## config.mk

```make
export PLATFORM = sky130hd
export DESIGN_NAME = vga_block_scanner
export DESIGN_NICKNAME = d
export VERILOG_FILES = /design/src/rtl/vga_pkg.sv /design/src/rtl/vga_axis_counter.sv /design/src/rtl/vga_block_scanner.sv
export SDC_FILE = /design/constraint.sdc
export NUM_CORES = 1
export LEC_CHECK = 0
export CORE_MARGIN = 1
export CORE_UTILIZATION = 45
export CTS_CLUSTER_SIZE = 20
export DETAILED_ROUTE_END_ITERATION = 8
export MAX_ROUTING_LAYER = met4
export PLACE_DENSITY = 0.68
export SETUP_SLACK_MARGIN = 0.05
export SYNTH_ARGS = -nofsm -noshare
export SYNTH_HDL_FRONTEND = slang
export SYNTH_SLANG_ARGS = --single-unit
```

## constraint.sdc

```tcl
create_clock -name clk -period 2.4 [get_ports clk]
set_input_delay 0.6 -clock clk [delete_from_list [all_inputs] [get_ports clk]]
set_output_delay 0.6 -clock clk [all_outputs]
set_load 0.01 [all_outputs]
```

## src/rtl/vga_pkg.sv

```systemverilog
// Shared types and 640x480@60 timing defaults for the block-graphics VGA reader.
package vga_pkg;

  // Phase of one scan axis; the same encoding is used for lines and for frames.
  typedef enum logic [1:0] {ACT, FP, SYNC, BP} h_state_t;

  // Width of the block coordinates and of the axis counters.
  localparam int unsigned COORD_W      = 10;

  // Default 640x480@60 timing, 50 MHz system clock.
  localparam int unsigned CLK_DIV_DEF  = 2;
  localparam int unsigned H_ACTIVE_DEF = 640;
  localparam int unsigned H_FP_DEF     = 16;
  localparam int unsigned H_SYNC_DEF   = 96;
  localparam int unsigned H_BP_DEF     = 48;
  localparam int unsigned V_ACTIVE_DEF = 480;
  localparam int unsigned V_FP_DEF     = 10;
  localparam int unsigned V_SYNC_DEF   = 2;
  localparam int unsigned V_BP_DEF     = 33;
  localparam int unsigned BLOCK_PX_DEF = 20;

  // pixelPacking field layout: [2:0]=R, [5:3]=G, [7:6]=B.
  localparam int unsigned R_W   = 3;
  localparam int unsigned R_OFF = 0;
  localparam int unsigned G_W   = 3;
  localparam int unsigned G_OFF = 3;
  localparam int unsigned B_W   = 2;
  localparam int unsigned B_OFF = 6;

endpackage

```

## src/rtl/vga_axis_counter.sv

```systemverilog
// One scan axis: ACT/FP/SYNC/BP phase FSM, per-phase counter and block coordinate.
module vga_axis_counter
  import vga_pkg::*;
#(
  parameter int unsigned ACT_LEN  = H_ACTIVE_DEF,
  parameter int unsigned FP_LEN   = H_FP_DEF,
  parameter int unsigned SYNC_LEN = H_SYNC_DEF,
  parameter int unsigned BP_LEN   = H_BP_DEF,
  parameter int unsigned BLK_LEN  = BLOCK_PX_DEF
) (
  input  logic               clk,
  input  logic               reset,
  input  logic               adv,
  output logic [COORD_W-1:0] blk,
  output logic               active,
  output logic               in_sync,
  output logic               wrap
);

  localparam logic [COORD_W-1:0] L_ACT  = COORD_W'(ACT_LEN - 1);
  localparam logic [COORD_W-1:0] L_FP   = COORD_W'(FP_LEN - 1);
  localparam logic [COORD_W-1:0] L_SYNC = COORD_W'(SYNC_LEN - 1);
  localparam logic [COORD_W-1:0] L_BP   = COORD_W'(BP_LEN - 1);
  localparam logic [COORD_W-1:0] L_BLK  = COORD_W'(BLK_LEN - 1);

  h_state_t           state, state_nxt, phase_nxt;
  logic [COORD_W-1:0] cnt, cnt_nxt;
  logic [COORD_W-1:0] sub, sub_nxt;
  logic [COORD_W-1:0] blk_nxt;
  logic [COORD_W-1:0] last_cnt;
  logic               at_last;

  // State, phase counter and block counters update together.
  always_ff @(posedge clk or negedge reset) begin
    if (!reset) begin
      state <= ACT;
      cnt   <= '0;
      sub   <= '0;
      blk   <= '0;
    end else begin
      state <= state_nxt;
      cnt   <= cnt_nxt;
      sub   <= sub_nxt;
      blk   <= blk_nxt;
    end
  end

  // Next phase, counter reload and block stepping on each advance.
  always_comb begin
    state_nxt = state;
    cnt_nxt   = cnt;
    sub_nxt   = sub;
    blk_nxt   = blk;
    phase_nxt = ACT;
    last_cnt  = L_ACT;
    unique case (state)
      ACT:  begin last_cnt = L_ACT;  phase_nxt = FP;   end
      FP:   begin last_cnt = L_FP;   phase_nxt = SYNC; end
      SYNC: begin last_cnt = L_SYNC; phase_nxt = BP;   end
      BP:   begin last_cnt = L_BP;   phase_nxt = ACT;  end
    endcase
    at_last = (cnt == last_cnt);
    wrap    = adv && (state == BP) && at_last;
    if (adv) begin
      if (at_last) begin
        state_nxt = phase_nxt;
        cnt_nxt   = '0;
      end else begin
        cnt_nxt = cnt + 1'b1;
      end
      // Not stepping on the last active count keeps the final block
      // coordinate on display through blanking instead of running one past.
      if ((state == ACT) && !at_last) begin
        if (sub == L_BLK) begin
          sub_nxt = '0;
          blk_nxt = blk + 1'b1;
        end else begin
          sub_nxt = sub + 1'b1;
        end
      end
      if (wrap) begin
        sub_nxt = '0;
        blk_nxt = '0;
      end
    end
  end

  assign active  = (state == ACT);
  assign in_sync = (state == SYNC);

endmodule

```

## src/rtl/vga_block_scanner.sv

```systemverilog
// VGA timing plus block-coordinate scanner feeding a combinational colour lookup.
module vga_block_scanner
  import vga_pkg::*;
#(
  parameter int unsigned CLK_DIV  = CLK_DIV_DEF,
  parameter int unsigned H_ACTIVE = H_ACTIVE_DEF,
  parameter int unsigned H_FP     = H_FP_DEF,
  parameter int unsigned H_SYNC   = H_SYNC_DEF,
  parameter int unsigned H_BP     = H_BP_DEF,
  parameter int unsigned V_ACTIVE = V_ACTIVE_DEF,
  parameter int unsigned V_FP     = V_FP_DEF,
  parameter int unsigned V_SYNC   = V_SYNC_DEF,
  parameter int unsigned V_BP     = V_BP_DEF,
  parameter int unsigned BLOCK_PX = BLOCK_PX_DEF
) (
  input  logic               clk,
  input  logic               reset,
  output logic [COORD_W-1:0] x_coord_of_current_block,
  output logic [COORD_W-1:0] y_coord_of_current_block,
  input  logic [7:0]         pixelPacking,
  output logic               whichRAM,
  output logic               frame_start,
  output logic [R_W-1:0]     vga_r,
  output logic [G_W-1:0]     vga_g,
  output logic [B_W-1:0]     vga_b,
  output logic               vga_hsync,
  output logic               vga_vsync
);

  localparam int unsigned     DIV_W    = (CLK_DIV > 1) ? $clog2(CLK_DIV) : 1;
  localparam logic [DIV_W-1:0] DIV_LAST = DIV_W'(CLK_DIV - 1);

  logic [DIV_W-1:0] div;
  logic             pe;
  logic             eol;
  logic             frame_wrap;
  logic             h_act, v_act;
  logic             h_sync_st, v_sync_st;

  // Pixel-enable divider.
  always_ff @(posedge clk or negedge reset) begin
    if (!reset) begin
      div <= '0;
    end else if (pe) begin
      div <= '0;
    end else begin
      div <= div + 1'b1;
    end
  end

  assign pe = (div == DIV_LAST);

  vga_axis_counter #(
    .ACT_LEN (H_ACTIVE),
    .FP_LEN  (H_FP),
    .SYNC_LEN(H_SYNC),
    .BP_LEN  (H_BP),
    .BLK_LEN (BLOCK_PX)
  ) u_h (
    .clk    (clk),
    .reset  (reset),
    .adv    (pe),
    .blk    (x_coord_of_current_block),
    .active (h_act),
    .in_sync(h_sync_st),
    .wrap   (eol)
  );

  vga_axis_counter #(
    .ACT_LEN (V_ACTIVE),
    .FP_LEN  (V_FP),
    .SYNC_LEN(V_SYNC),
    .BP_LEN  (V_BP),
    .BLK_LEN (BLOCK_PX)
  ) u_v (
    .clk    (clk),
    .reset  (reset),
    .adv    (eol),
    .blk    (y_coord_of_current_block),
    .active (v_act),
    .in_sync(v_sync_st),
    .wrap   (frame_wrap)
  );

  // Colour and syncs share one pixel-wide pipeline stage so they stay aligned.
  always_ff @(posedge clk or negedge reset) begin
    if (!reset) begin
      vga_r     <= '0;
      vga_g     <= '0;
      vga_b     <= '0;
      vga_hsync <= 1'b1;
      vga_vsync <= 1'b1;
    end else if (pe) begin
      if (h_act && v_act) begin
        vga_r <= pixelPacking[R_OFF +: R_W];
        vga_g <= pixelPacking[G_OFF +: G_W];
        vga_b <= pixelPacking[B_OFF +: B_W];
      end else begin
        vga_r <= '0;
        vga_g <= '0;
        vga_b <= '0;
      end
      vga_hsync <= !h_sync_st;
      vga_vsync <= !v_sync_st;
    end
  end

  // Frame-start pulse and RAM-select toggle on the pe that wraps to line 0, pixel 0.
  always_ff @(posedge clk or negedge reset) begin
    if (!reset) begin
      frame_start <= 1'b0;
      whichRAM    <= 1'b0;
    end else begin
      frame_start <= frame_wrap;
      whichRAM    <= whichRAM ^ frame_wrap;
    end
  end

endmodule

```

==> flow_summary.ini <==
[run_status]
status = finished, violations left
violations = negative setup slack

[logic_synthesis]
syn_area_um2 = 4220
yosys-top-cells-area = dfrtp_1, ha_1, nand2_1
avgSynthCellArea_um2 = 9.57
synth.top_cell.area_share = 0.445
ys.flop_type = dfrtp_1
synth_nets = 467
synth_edf_count = 0
synthCells = 441
synth-async-reset-ratio = 1.00
seq_area_frac_synth = 0.457
ys_seq_elements = 77
ys_types = 56
synth_area_leader_cell = dfrtp_1
yosysWarnings = 0

[floorplanning]
die_h_um = 98.9
initial_core_util = 0.475
dieArea_um2 = 9770
io_pins = 42
std_cell_rows = 34
fp.dieW_um = 98.9
coreArea_um2 = 8890

[route]
antenna_left = 0
drtIter0Drc = 191
vias_per_cell = 5.75
via_count = 3861
first_pass_iters = 5
drc_errors = 0
wl_per_cell_um = 17.0
drt_wl_total_mm = 11.4

[clocking]
hold_buffers = 0
cts.sinks = 77
cts_buffer_depth = 2
clk_pin_slew_worst_paths_ns = 0.08
numCtsBuffers = 9
cts_tree = built
cts_max_level = 3
clk_latency_ns = 0.35
root_buffer = clkbuf_8

[sta]
maxSlewViolCount = 0
fin_crit_sh = 1.06
fin_ws_ns = -0.140
rsz0062_at_grt = yes
skew_ns = 0.0136
whs_ns = 0.191
max_freq_ghz = 0.394
slew_headroom = 0.657
period_needed_ns = 2.54
hold_violations = 0
setup_violations = 16
worstMarginPinSlew_ns = 0.515

[power]
p_per_area_nw_per_um2 = 420
ir_drop_v = 0.000332
leakagePower_nw = 2.61

[final_layout]
fillCellCount = 663
diodes = 0
mostFrequentLayoutCells = dfrtp_1, buf_4, nand2_1, clkdlybuf4s50_1, nor2_1
post_route_cells_drive_above_1_share = 0.284
final_cells = 671
nets = 584
syn_to_final_growth_pct = 40.9
design_area_um2 = 5950
layout_commonest_cell = dfrtp_1

[global_route]
track_usage = 0.239
grt_pass1_vias = 3809
grt_overflow_total = 0
grt_max_degree = 36
antenna_found_initial = 0
grt_pass1_wl_mm = 18.1

[critical_path]
start_kind = flop
critPathMaxFanout = 9
critPathKind = reg -> reg
worstPathArrival_ns = 2.79
worstPathRequired_ns = 2.65
end_kind = flop

[placement]
globalplace.congestion = 0.798
place_area_um2 = 5240
hpwl_mm = 7.37
io_buffers = 41
dp_slack_ns = -0.118
dp_cells = 636

[run]
cap_violations = 0

[hold_path]
hold_class = in -> async
power by group:
| part | internal (mW) | switching (mW) | leakage [nW] | total (mW) |
|---|---|---|---|---|
| clock network | 0.640 | 0.483 | 0.116 | 1.12 |
| registers | 1.30 | 0.00429 | 1.03 | 1.31 |
| logic | 0.0314 | 0.0377 | 1.47 | 0.0691 |
| total | 1.97 | 0.525 | 2.61 | 2.50 |
area by class of cell:
class                      instances  area, um^2  area share
multi-input combinational        335        2510       0.423
sequential                        77        1930       0.324
timing repair buffer             117        1070       0.181
clock buffer                      12         155      0.0261
tap                              108         135      0.0227
clock inverter                     4        70.1      0.0118
inverter                          18        67.6      0.0114
registers in the layout, indices dropped and copies added, names as in the netlist:
signal	count
u_h.blk	10
u_v.cnt	10
vga_g	3
frame_start	1
u_v.sub	10
u_v.blk	10
u_h.cnt	10
vga_hsync	1
div	1
vga_b	2
vga_r	3
whichRAM	1
u_h.sub	10
u_h.state	2
u_v.state	2
vga_vsync	1
cells by family (layout without fill, tap and decap cells):
| kind of cell | Yosys count | in the layout | synth area share |
|---|---|---|---|
| AND/OR/NAND/NOR | 190 | 190 | 0.238 |
| multiplexers | 8 | 8 | 0.0222 |
| flip-flops | 77 | 77 | 0.457 |
| buffers and inverters | 29 | 151 | 0.0270 |
| adder cells (fa/ha/maj) | 16 | 16 | 0.0474 |
| XOR/XNOR | 24 | 24 | 0.0498 |
| AO/OA/AOI/OAI | 97 | 97 | 0.158 |
worst max-delay path, cell delays in order, from the launching register on:
cell,delay [ns]
dfrtp_1,0.39
or4_4,0.55
a2111oi_4,0.46
o2111ai_4,0.23
mux2i_4,0.32
a211o_1,0.31
a22o_1,0.18
per-stage QoR:
stage / power, mW / util / TNS (ns)
after CTS: 2.51 / 0.627 / -0.0925
after detailed placement: 1.40 / 0.590 / -1.30
after global routing: 2.58 / 0.669 / -3.41
final: 2.50 / 0.669 / -1.33
after global placement: 1.40 / 0.590 / -0.0894
after floorplan: 1.34 / - / -0.0939
layer usage:
layer | track usage | vias to the layer above | share of wire
met3 | 0.0468 | 8 | 0.033
met5 | - | - | 0
met2 | 0.371 | 85 | 0.50
li1 | - | 1853 | -
met1 | 0.311 | 1915 | 0.46
met4 | 0.0850 | 0 | 0.0078
synth_stat cells (all sizes together), types with 4 or more instances:
cell type	n
clkbuf	6
and2	4
a21o	4
nand3	29
xnor2	16
mux2i	7
dfrtp	75
and3	16
nor4	6
nand2b	4
a21oi	15
or3	9
a31oi	4
a22o	4
nor2	31
a211o	4
inv	18
nor3	10
o2bb2ai	10
o211ai	4
nand2	49
o31ai	9
nand4	12
o21ai	33
or4	9
buf	5
ha	16
xor2	8
what timing repair did:
item,in CTS,in global routing
endpoints found under the setup margin,38,50
buffers inserted,5,16
resized for setup,19,76
pin swaps,6,27
final timing paths:
path                            start          to  slack [ns]  depth (start not counted)
setup reg to reg           u_v.cnt[1]  u_v.blk[9]       -0.14                          6
setup / recovery           u_v.cnt[1]  u_v.blk[9]       -0.14                          6
min in group clk             vga_g[0]    vga_g[0]        0.49                          1
hold / removal                  reset  u_h.blk[5]        0.19                          1
hold reg to reg              vga_g[0]    vga_g[0]        0.49                          1
max in group asynchronous       reset   vga_hsync        1.58                          2
Power figures use the tool's default switching activity.
==> variant 1 (same settings) <==
Set the package constant `COORD_W` to 14 (it was 10).
--- a/src/rtl/vga_pkg.sv
+++ b/src/rtl/vga_pkg.sv
@@ -5,7 +5,7 @@
   typedef enum logic [1:0] {ACT, FP, SYNC, BP} h_state_t;
 
   // Width of the block coordinates and of the axis counters.
-  localparam int unsigned COORD_W      = 10;
+  localparam int unsigned COORD_W      = 14;
 
   // Default 640x480@60 timing, 50 MHz system clock.
   localparam int unsigned CLK_DIV_DEF  = 2;
Ports: changed (resized x_coord_of_current_block and y_coord_of_current_block); port bits go from 42 to 50. No check against the original RTL was run, so the function may have changed too.
==> variant 1 against the unedited design <==
The flow still finishes with violations (setup timing). Non-clock buffer count increased by 1. Total power increased by 37%. Routed wire length increased by 18%. Synthesized area increased by 31%. Setup slack got worse by 150 ps. Sequential cell count increased by 24. First-iteration DRC count increased by 28%. Fmax decreased by 5.6%. Via count increased by 25%. Clock skew decreased by 8.7 ps. Final area increased by 24%. Worst hold slack improved by 39 ps. Critical path depth increased by 3.
==> variant 1: results (changes against the unedited design) <==
Synthesis
  • Seq/Total Area, Yosys: 45.7% (about the same)
  • Asr flop ratio synth: 100% (unchanged)
  • Synth Warn #: 0 (unchanged)
  • Syn_area_per_cell: 9.48 um^2 (was 9.57 um^2)
  • Post-synthesis adder-cell area fraction: 3.61% (was 4.74%)
  • Synth unique cells: 55 (was 56)
  • Mux contribution to synthesized area: 2.58% (was 2.22%)
  • Compound-gate portion of the synthesized area: 11.5% (was 15.8%)
  • Synth top area cells: dfrtp_1 45%, xor2_1 4.9%, nand2_1 4.4%, nor2_1 4.0%, ha_1 3.6% (was dfrtp_1 44%, ha_1 4.7%, nand2_1 4.4%, o21ai_0 3.9%, nand3_1 3.3%)
  • Synth Area in XOR/XNOR: 7.75% (was 4.98%)
  • Syn Nets: 610 (was 467)
  • Synth top cells by count: 99 x dfrtp_1, 65 x nand2_1, 59 x nor2_1 (was 75 x dfrtp_1, 49 x nand2_1, 33 x o21ai_0)

CTS
  • CTS H-Tree Depth: 3 (unchanged)
  • Cell chosen for the clock root: clkbuf_16 (was clkbuf_8)
  • CTS clock-pin slew for the worst setup and hold paths: ~70 ps
  • Max Root-Sink Buffers: 2 (unchanged)

Outcome
  • Failing checks: setup timing (unchanged)
  • Status: finished with violations (unchanged)

Critical path
  • WP data arrival: 2970 ps (was 2790 ps)
  • FF-to-FF path depth: 9 (was 6)
  • Crit Path Max Fanout: 8 (was 9)
  • Worst setup path startpoint: u_v.state[1] (was u_v.cnt[1])
  • Worst Setup Path Type: reg -> reg (unchanged)
  • Origin of the critical flop-to-flop path: u_v.state[1] (was u_v.cnt[1])
  • Reg2reg end: u_v.sub[8] (was u_v.blk[9])

GRT
  • Vias in the first global route: 4733 (was 3809)
  • GRT Total Usage: 23.0% (was 23.9%)
  • Initial antenna violation count: 0 (unchanged)
  • Largest net degree at the start of global routing: 39 (was 36)
  • First-pass GRT wire length: 22.8 mm (was 18.1 mm)

Placement
  • DP Worst Slack: -396 ps (was -118 ps)
  • PortBufs: 49 (was 41)
  • Placed Area: 6690 um^2 (was 5240 um^2)
  • Placer congestion estimate: 0.844 (was 0.798)
  • DP Wirelength: 9.25 mm (was 7.37 mm)
  • Placed Cells: 815 (was 636)

Timing
  • Final WS setup: -289 ps (was -140 ps)
  • # setup viols final: 31 (was 16)
  • Relative max-transition margin: 64.5% (was 65.7%)
  • Final TNS setup: -6650 ps (was -1330 ps)
  • Final Skew: 4.93 ps (was 13.6 ps)
  • Final Hold Slack: 231 ps (was 191 ps)

Drt
  • Final wirelength: 13.5 mm (was 11.4 mm)
  • Drt initial violations: 245 (was 191)
  • Wire length per cell: 16.0 um (was 17.0 um)
  • DR pass1 iterations: 4 (was 5)
  • Vias per inst: 5.70 (was 5.75)

Power
  • Leakage power figure: 3.28 nW (was 2.61 nW)
  • Peak VDD IR: 0.328 mV (was 0.332 mV)

Cells and area
  • Layout cell share with drive strength beyond 1: 19.4% (was 28.4%)
  • # fillers: 1023 (was 663)
  • Fin nets: 717 (was 584)

Worst hold path
  • Hold Path Class: in -> async (unchanged)
variant 1: how the worst min path moves through the flow:
stage / start / endpoint
after floorplan: reset / div
after global placement: whichRAM / whichRAM
after detailed placement: whichRAM / whichRAM
after CTS: reset / u_v.blk[12]
after global routing: reset / frame_start
final: reset / u_v.blk[11]
variant 1: critical path: stages (launching register included):
cell      delay (ps)
dfrtp_1          360
inv_2             70
buf_6            120
ha_4             140
or3_1            300
a211o_1          300
a2111o_2         560
or4_4            450
a21o_1           190
a21oi_2          120
variant 1: where the power goes:
group,internal (mW),switching (mW),total [mW]
clock,0.971,0.657,1.63
combinational,0.0324,0.0458,0.0782
sequential,1.71,0.00425,1.71
variant 1: stage by stage:
stage | utilization (%) | total power, mW
3_3_place_gp | 55.7 | 1.82
3_5_place_dp | 55.7 | 1.83
4_1_cts | 59.7 | 3.46
6_report | 61.2 | 3.42
5_1_grt | 61.2 | 3.53
2_1_floorplan | - | 1.75
variant 1: kinds of logic (layout without fill, tap and decap cells):
group,after synthesis,after routing
AOI/OAI and AO/OA,91,91
adders and majority gates,16,16
xor gates and xnor gates,49,49
DFF,101,101
buffers and inverters,35,146
muxes,14,14
and+or+nand+nor,278,279
variant 1: layout make-up:
class,count,area share [%]
Timing Repair Buffer,118,15.2
Clock inverter,5,1.12
Tap cell,147,2.50
Clock buffer,11,3.44
Sequential cell,101,34.4
Multi-Input combinational cell,449,42.7
Inverter,12,0.613
variant 1: repair_timing:
action | in CTS | in global routing
resized for setup | 39 | 28
pin swaps | 11 | 19
buffers inserted | 4 | 8
gates cloned | 1 | 0
setup endpoints to repair | 49 | 62
hold endpoints to repair | 0 | 0
variant 1: routing by layer:
| metal | GRT usage [%] | vias to the layer above | part of all wire, % |
|---|---|---|---|
| li1 | - | 2313 | - |
| met1 | 28.7 | 2376 | 45 |
| met2 | 37.8 | 102 | 50 |
| met3 | 5.30 | 18 | 3.7 |
| met4 | 6.05 | 0 | 1.4 |
| met5 | - | - | 0 |
==> variant 2 (same flow settings) <==
Without the edit above. Register the output `vga_vsync` once more, with the module's reset; this adds one clock of latency there. The other outputs are not delayed to match.
--- a/src/rtl/vga_block_scanner.sv
+++ b/src/rtl/vga_block_scanner.sv
@@ -29,6 +29,8 @@
 
   localparam int unsigned     DIV_W    = (CLK_DIV > 1) ? $clog2(CLK_DIV) : 1;
   localparam logic [DIV_W-1:0] DIV_LAST = DIV_W'(CLK_DIV - 1);
+
+  logic vga_vsync_s0;
 
   logic [DIV_W-1:0] div;
   logic             pe;
@@ -89,7 +91,7 @@
       vga_g     <= '0;
       vga_b     <= '0;
       vga_hsync <= 1'b1;
-      vga_vsync <= 1'b1;
+      vga_vsync_s0 <= 1'b1;
     end else if (pe) begin
       if (h_act && v_act) begin
         vga_r <= pixelPacking[R_OFF +: R_W];
@@ -101,7 +103,7 @@
         vga_b <= '0;
       end
       vga_hsync <= !h_sync_st;
-      vga_vsync <= !v_sync_st;
+      vga_vsync_s0 <= !v_sync_st;
     end
   end
 
@@ -116,5 +118,13 @@
     end
   end
 
+  always_ff @(posedge clk or negedge reset) begin
+    if (!reset) begin
+      vga_vsync <= '0;
+    end else begin
+      vga_vsync <= vga_vsync_s0;
+    end
+  end
+
 endmodule
 
Check against the original RTL: not equivalent (a bounded check fails within 4 cycles, from zero or initial values and one cycle with reset low).
==> variant 2 against the unedited design <==
The flow still finishes with violations (setup timing). Final area is 0.13% higher. Setup slack better by 120 ps. Worst hold slack worse by 0.81 ps. Via count is 0.49% higher. Total power is 4.3% lower. Synthesized area is 0.59% higher. Sequential cell count is 1 higher. Routed wire length is 3.0% lower. Synthesized cell count is 0.23% higher. Global-route usage is 0.41 points higher. Clock skew is 3.6 ps lower. Critical endpoint is now u_h.blk[4]. Largest cell class unchanged.
==> variant 2: results (changes against the unedited design) <==
Synthesis
  • Synth Area in XOR/XNOR: 4.95% (was 4.98%)
  • Syn Nets: 468 (was 467)
  • Compound-gate portion of the synthesized area: 15.7% (was 15.8%)
  • Synth top cells by count: 76 x dfrtp_1, 49 x nand2_1, 33 x o21ai_0 (was 75 x dfrtp_1, 49 x nand2_1, 33 x o21ai_0)
  • Mux contribution to synthesized area: 2.21% (was 2.22%)
  • Seq/Total Area, Yosys: 46.0% (was 45.7%)
  • Synth Flop Type: dfrtp_1 (unchanged)
  • Post-synthesis adder-cell area fraction: 4.71% (was 4.74%)

Cells and area
  • Layout cell share with drive strength beyond 1: 28.4% (about the same)
  • Fin nets: 587 (was 584)

Critical path
  • Crit Path Max Fanout: 8 (was 9)
  • Origin of the critical flop-to-flop path: u_h.state[1] (was u_v.cnt[1])
  • Reg2reg end: u_h.blk[4] (was u_v.blk[9])
  • WP data arrival: 2720 ps (was 2790 ps)

Timing
  • Final WS setup: -15.4 ps (was -140 ps)
  • Final TNS setup: -15.4 ps (was -1330 ps)
  • Relative max-transition margin: 62.5% (was 65.7%)
  • # setup viols final: 1 (was 16)
  • Final Skew: 9.99 ps (was 13.6 ps)
  • Final Hold Slack: 190 ps (was 191 ps)

Outcome
  • Status: finished with violations (unchanged)
  • Failing checks: setup timing (unchanged)

Drt
  • Final wirelength: 11.0 mm (was 11.4 mm)
  • DR pass1 iterations: 4 (was 5)
  • Vias per inst: 5.73 (was 5.75)
  • Drt initial violations: 182 (was 191)

GRT
  • Largest net degree at the start of global routing: 38 (was 36)
  • Vias in the first global route: 3902 (was 3809)
  • GRT Total Usage: 24.3% (was 23.9%)
  • First-pass GRT wire length: 18.5 mm (was 18.1 mm)

Power
  • Peak VDD IR: 0.305 mV (was 0.332 mV)
  • Leakage power figure: 2.58 nW (was 2.61 nW)

Placement
  • Placed Area: 5230 um^2 (was 5240 um^2)
  • Placer congestion estimate: 0.851 (was 0.798)
  • DP Wirelength: 7.46 mm (was 7.37 mm)

CTS
  • CTS H-Tree Depth: 3 (unchanged)
## variant 2: how the worst max path moves through the flow
stage | startpoint | endpoint | slack (ps) | cells past startpoint
2_1_floorplan | u_h.state[0] | u_v.sub[2] | -40 | 9
3_3_place_gp | u_h.state[1] | u_v.sub[1] | -30 | 8
3_5_place_dp | u_h.state[1] | u_v.sub[1] | -120 | 8
4_1_cts | u_v.cnt[4] | u_v.sub[4] | -50 | 7
5_1_grt | u_v.state[0] | u_v.sub[2] | -150 | 8
6_report | u_h.state[1] | u_h.blk[4] | -20 | 9
## variant 2: power breakdown
| group | switching [mW] | leakage, nW | internal, mW |
|---|---|---|---|
| combinational | 0.0366 | 1.45 | 0.0302 |
| sequential | 0.00412 | 1.04 | 1.32 |
| clock | 0.516 | 0.0933 | 0.486 |
## variant 2: worst max-delay path, stage by stage (launching register included)
cell,delay [ps]
dfrtp_1,410
buf_6,130
ha_4,150
or3_4,320
and2_4,190
nand4b_1,240
a21o_4,260
buf_12,130
or4_4,470
nand2_2,60
## variant 2: what timing repair did
action                                 in CTS  in global routing
endpoints found under the hold margin       0                  0
pin swaps                                  20                 26
gates cloned                                1                  0
gates resized for setup                    34                 50
setup buffers                              12                 12
setup endpoints to repair                  34                 46
## variant 2: through the flow
stage | std cells | setup WS, ps
after global routing | 677 | -154
after detailed placement | 636 | -121
after global placement | 636 | -29.5
after floorplan | 442 | -42.3
final | 677 | -15.4
after CTS | 665 | -46.5
## variant 2: kinds of logic (layout without fill, tap and decap cells)
kind of cell / Yosys count / count (layout)
fa+ha+maj: 16 / 16
simple gates: 190 / 190
buf+inv: 29 / 152
xor+xnor: 24 / 24
compound gates: 97 / 97
flops: 78 / 78
mux: 8 / 9
## variant 2: cell type report
cell class              count  area (um^2)
fillers                   720         3240
multi-input cells         336         2510
flip-flops and latches     78         1950
repair buffers            118         1090
well taps                 111          139
clock buffers              10          128
clock inverters             6         67.6
inverters                  18         67.6
## variant 2: per-layer routing
layer / global-route usage (%) / vias up / part of all wire [%]
li1: - / 1859 / -
met1: 31.2 / 1926 / 45
met2: 40.3 / 81 / 50
met3: 3.30 / 14 / 3.4
met4: 7.24 / 0 / 1.3
met5: - / - / 0
